`config.mk`:
```
export PLATFORM = sky130hd
export DESIGN_NAME = max_pooling_layer_26x26
export DESIGN_NICKNAME = d
export VERILOG_FILES = /design/src/rtl/max_pooling_layer_26x26.sv
export SDC_FILE = /design/constraint.sdc
export NUM_CORES = 1
export LEC_CHECK = 0
export CAP_MARGIN = 20
export CORE_MARGIN = 1
export CORE_UTILIZATION = 40
export DETAILED_ROUTE_END_ITERATION = 16
export GPL_TIMING_DRIVEN = 0
export PLACE_DENSITY = 0.7
export REMOVE_ABC_BUFFERS = 1
export SLEW_MARGIN = 25
export SYNTH_ARGS = -nofsm -noshare
export SYNTH_HDL_FRONTEND = slang
export SYNTH_SLANG_ARGS = --single-unit
```
`constraint.sdc`:
```
create_clock -name clk -period 2.6 [get_ports clk]
set_input_delay 0.78 -clock clk [delete_from_list [all_inputs] [get_ports clk]]
set_output_delay 0.78 -clock clk [all_outputs]
set_load 0.1 [all_outputs]
```
`src/rtl/max_pooling_layer_26x26.sv`:
```
// max_pooling_layer_26x26: 2x2 stride-2 signed max-pooling of a 26x26 map from sync-read RAM into a 13x13 map
module max_pooling_layer_26x26 #(
    parameter int DATA_W = 16,
    parameter int IN_DIM = 26
) (
    input  logic              clk,
    input  logic              reset,
    input  logic              start,
    output logic [9:0]        in_map_addr,
    input  logic [DATA_W-1:0] in_map_pixel,
    output logic [7:0]        out_map_addr,
    output logic [DATA_W-1:0] out_map_pixel,
    output logic              out_map_write_en,
    output logic              done
);
    localparam int OUT_DIM = IN_DIM / 2;

    typedef enum logic [2:0] {IDLE, ISSUE0, ISSUE1, ISSUE2, ISSUE3, LAST, WRITE, DONE} state_t;

    state_t                   state, state_nxt;
    logic [3:0]               r, c;
    logic signed [DATA_W-1:0] acc, max_v;
    logic                     row_end, map_end;

    // state register
    always_ff @(posedge clk or negedge reset) begin
        if (!reset) state <= IDLE;
        else        state <= state_nxt;
    end

    // next-state: four reads per window, one write cycle, then advance or finish
    always_comb begin
        state_nxt = state;
        case (state)
            IDLE, DONE: state_nxt = start ? ISSUE0 : state;
            ISSUE0:     state_nxt = ISSUE1;
            ISSUE1:     state_nxt = ISSUE2;
            ISSUE2:     state_nxt = ISSUE3;
            ISSUE3:     state_nxt = LAST;
            LAST:       state_nxt = WRITE;
            WRITE:      state_nxt = map_end ? DONE : ISSUE0;
            default:    state_nxt = IDLE;
        endcase
    end

    // running signed maximum and window position decode
    always_comb begin
        max_v   = ($signed(in_map_pixel) > acc) ? $signed(in_map_pixel) : acc;
        row_end = c == 4'(OUT_DIM - 1);
        map_end = row_end && (r == 4'(OUT_DIM - 1));
    end

    // datapath: addresses run one cycle ahead of the RAM data they fetch
    always_ff @(posedge clk or negedge reset) begin
        if (!reset) begin
            r                <= '0;
            c                <= '0;
            acc              <= '0;
            in_map_addr      <= '0;
            out_map_addr     <= '0;
            out_map_pixel    <= '0;
            out_map_write_en <= 1'b0;
            done             <= 1'b0;
        end else begin
            out_map_write_en <= state == LAST;
            case (state)
                IDLE, DONE: if (start) begin
                    r           <= '0;
                    c           <= '0;
                    in_map_addr <= '0;
                    done        <= 1'b0;
                end
                ISSUE0: in_map_addr <= in_map_addr + 10'd1;
                ISSUE1: begin
                    acc         <= $signed(in_map_pixel);
                    in_map_addr <= in_map_addr + 10'(IN_DIM - 1);
                end
                ISSUE2: begin
                    acc         <= max_v;
                    in_map_addr <= in_map_addr + 10'd1;
                end
                ISSUE3: acc <= max_v;
                LAST: begin
                    acc           <= max_v;
                    out_map_pixel <= max_v;
                    out_map_addr  <= 8'(r) * 8'(OUT_DIM) + 8'(c);
                end
                WRITE: begin
                    // address sits at base+IN_DIM+1 here: +1 reaches the next row pair, -(IN_DIM-1) the next column pair
                    if (map_end) done <= 1'b1;
                    else if (row_end) begin
                        c           <= '0;
                        r           <= r + 4'd1;
                        in_map_addr <= in_map_addr + 10'd1;
                    end else begin
                        c           <= c + 4'd1;
                        in_map_addr <= in_map_addr - 10'(IN_DIM - 1);
                    end
                end
                default: ;
            endcase
        end
    end
endmodule

```
* Word level (Yosys, flattened, before mapping)
Cells that the tools add are included.
Storage, ports and cells: flip-flop bits (word level) 63, input bits 19, output and inout bits 36
Operators by class: add/subtract/negate cells 6, multiply operators 1, $lt $le $gt $ge 1, eq/ne operators 13, muxes and demuxes 19, reductions and logical operators 12
Operators by type and width (count):
- $pmux W10 S4 | 1
- $pmux W16 S2 | 1
- $mux W10 | 3
- $pmux W3 S7 | 1
- $mux W4 | 5
- $gt A16 B16 Y1 | 1
- $mux W16 | 1
- $pmux W4 S2 | 2
- $eq A3 B3 Y1 const B | 4
- $add A10 B1 Y10 const B | 1
- $add A10 B5 Y10 const B | 1
- $sub A10 B5 Y10 const B | 1
- $reduce_and A3 Y1 | 3
- $add A4 B1 Y4 const B | 2
- $add A8 B4 Y8 | 1
- $eq A4 B4 Y1 const B | 2
- $mul A4 B4 Y8 const B | 1
- $ne A2 B2 Y1 const B | 4
- $eq A3 B2 Y1 const B | 2
- $mux W3 | 2
- $reduce_and A4 Y1 | 1
- $reduce_bool A2 Y1 | 2
- $reduce_bool A4 Y1 | 1
- $reduce_or A2 Y1 | 2
- other kinds (6) | 7

* Longest topological paths before layout
word-level depth 4, gate-level depth with buffers 11

* Least setup slack after synthesis
Ideal clock, no wire load.
kind input port to flip-flop, from input in_map_pixel[7], to register acc[0], data arrival time 2878 ps, required time 2475 ps, path slack -403 ps, cell stages on the path 9, cell sequence ha_1 -> a21oi_2 -> o21ai_1 -> a221o_1 -> or4_1 -> buf_6 -> a21oi_4 -> buf_6 -> mux2_2
On the way: longest elaborated chain between the ends 3
RTL lines:
- start, declared | RTL line 10 | input logic [DATA_W-1:0] in_map_pixel,
- $gt A16 B16 Y1 | RTL line 48 | max_v = ($signed(in_map_pixel) > acc) ? $signed(in_map_pixel) : acc;
- $mux W16 | RTL line 48
- $pmux W16 S2 | RTL line 66 | case (state)
- end signal, assigned | RTL line 75 | acc <= $signed(in_map_pixel);
- end signal, assigned | RTL line 79 | acc <= max_v;
- end signal, assigned | RTL line 82 | ISSUE3: acc <= max_v;
- end, declared | RTL line 22 | logic signed [DATA_W-1:0] acc, max_v;
Every way passes these cells. A chain may end at the register's enable or synchronous reset.

* Final worst setup path
from input in_map_pixel[5], to register acc[2]
The elaborated chain is that of the path after synthesis.

==> metrics <==
outcome finished, violations left; failing checks setup timing; Final Hold Fails 0; worst slew pin tran 0.991 ns; Root Buffer clkbuf_16; Yosys warnings 0; antenna violations before repair 0; Crit. End Element flop; Reg-to-Reg Start acc[11]; H-tree depth 3; worst-path cell chain buf_8 > ha_4 > a21oi_4 > o21ai_2 > a221o_1 > or4_4 > a21oi_4 > buf_8 > mux2_4; syn avg cell area 8.75 um2; CTS buffer count 9; Hold Worst Slack 0.323 ns; post-synth cell types 60; crit path DAT just under 3 ns; f_max 0.362 GHz; CP max-delay cell or4_4; wire per inst 18.6 um; gr usage total 0.239; First DRT Iteration DRCs 193; largest net degree at the start of global routing 46; ANT nets after route 0; Final Cycle Share 1.06; Final setup viols 26; ant diodes 0; most frequent cell after synthesis dfrtp_1; MaxCap Viol Count 0; vias per cell 5.94; top post-synthesis cells by count dfrtp_1 (63), nor2_1 (60), a21oi_1 (41), ha_1 (40), nor3_1 (38); DR pass1 iterations 5; TritonCTS clock tree done; vias after detailed routing 4304; DP HPWL 7650 um; Setup crit start kind input pin; top area cells in the synthesized netlist dfrtp_1 (35%), ha_1 (11%), mux2_2 (5.5%); Die ar. roughly 0.012 mm2; unrepaired setup endpoints after global routing yes; Hold/Removal Path Class in -> async; # clock sinks 63; ratio of cells with drive above 1 in the final layout 0.267; Nets 640; TNS Setup -2.89 ns; Hold Buf Count CTS 0; Async SR Flop Fraction 1.00; first-pass GRT wire length between 20000 and 25000 um; Post-Syn Instances 518; Die Ht between 100 and 150 um; Worst Setup Path Type in -> reg; number of synthesized flops with an enable pin 0; cell taking the most area after synthesis dfrtp_1; max incr delay on CP a little over 0.6 ns; Final min period 2.76 ns; IO Pins 55; CORE AREA roughly 0.011 mm2; starting density of the core 0.415; vias in the first global route around 4600; Setup crit start in_map_pixel[5]; worst-case clock buffer depth 2; delay-heaviest family, CP compound AO/OA/AOI/OAI gates; IO Port Bufs 54; Row Count 38; DRC viols 0; clock transition at the registers of the reported paths 0.06 ns; overall die width about 110 um; Layout Skew between 0.005 and 0.006 ns; worst skew pair latency 0.33 ns; final-report max-slew violation count 0; Synth top area share 0.348; predominant post-synthesis flop cell dfrtp_1; post-synthesis cell area 0.00453 mm2; Worst slew margin 0.342; gr ovfl total 0; DP Worst Slack -1.76 ns; critical path required time 2.81 ns; gpl congestion 0.844; setup ws final -0.161 ns; crit path max fanout 8; Seq/Total Area, Yosys 0.348; DRT Wirelength 13500 um; Area Overhead vs Synth 37.0%; Placed Area ~0.0052 mm2; post-route cell area 0.00621 mm2; FF+latch count, synth 63; CP Buf/Inv Count 2
-- through the flow --
step                      utilization  instances
final                           0.568        724
after detailed placement        0.476        687
after global placement          0.467        683
after floorplan                     -        489
after global routing            0.568        724
after CTS                       0.554        724
-- kinds of logic (layout without fill, tap and decap cells) --
group	Yosys count	count (layout)	share of synthesized area
mux	31	31	0.0836
compound gates	134	134	0.191
fa+ha+maj	42	42	0.119
simple gates	176	176	0.180
flops	63	63	0.348
buf+inv	61	127	0.0577
xor+xnor	11	11	0.0212
-- layer usage --
metal	vias up	routed length [um]	track usage
met5	-	0	0
met4	0	537	0.130
met3	53	789	0.0585
met2	166	6910	0.413
met1	2086	5250	0.270
li1	1999	-	-
-- cell usage in the layout, fill, tap and decap left out, types with 5 or more instances in the layout --
cell / count
nor3_2: 14
o21ai_0: 23
buf_6: 8
o31ai_1: 6
buf_8: 6
buf_4: 18
clkbuf_16: 9
dlygate4sd2_1: 26
xor2_1: 5
inv_1: 26
nor3_1: 23
nor2_1: 58
ha_4: 19
mux2_2: 7
a31oi_1: 9
mux2_4: 24
nand3_1: 12
nand2b_1: 5
inv_2: 5
ha_1: 21
xnor2_1: 6
a21oi_4: 5
dfrtp_1: 62
a21oi_1: 35
nand2_1: 34
a211oi_1: 15
dlymetal6s2s_1: 7
or3_1: 6
nor2b_1: 5
-- path summary, 6_finish.rpt --
kind                            slack (ns)               to  depth (start not counted)
worst max-delay path                 -0.16           acc[2]                          9
worst min-delay path                  0.32           acc[4]                          1
worst max register to register       -0.13           acc[2]                          9
worst min register to register        0.48  out_map_addr[1]                          2
max in group asynchronous             1.73         state[2]                          2
min in group clk                      0.48  out_map_addr[1]                          2
-- final cells by class --
cell class,count,area (um2)
Sequential cell,63,1580
Clock inverter,7,120
Multi-Input combinational cell,394,3200
Clock buffer,9,225
Inverter,32,124
Fill cell,902,4720
Timing Repair Buffer,78,783
Timing Repair inverter,1,5.00
Tap cell,140,175
-- registers in the layout (all words and copies together) (netlist names) --
name,flops
acc,16
out_map_pixel,16
in_map_addr,10
out_map_addr,8
c,4
r,4
state,3
done,1
out_map_write_en,1
-- what timing repair did --
item	CTS	global route
cloned	2	0
hold endpoints to repair	0	0
endpoints found under the setup margin	69	49
buffers inserted	19	2
pin swaps	34	18
gates resized for setup	164	55
Power is not shown: default switching activity piles up to over one toggle a cycle in this logic, so the estimate is an artifact.
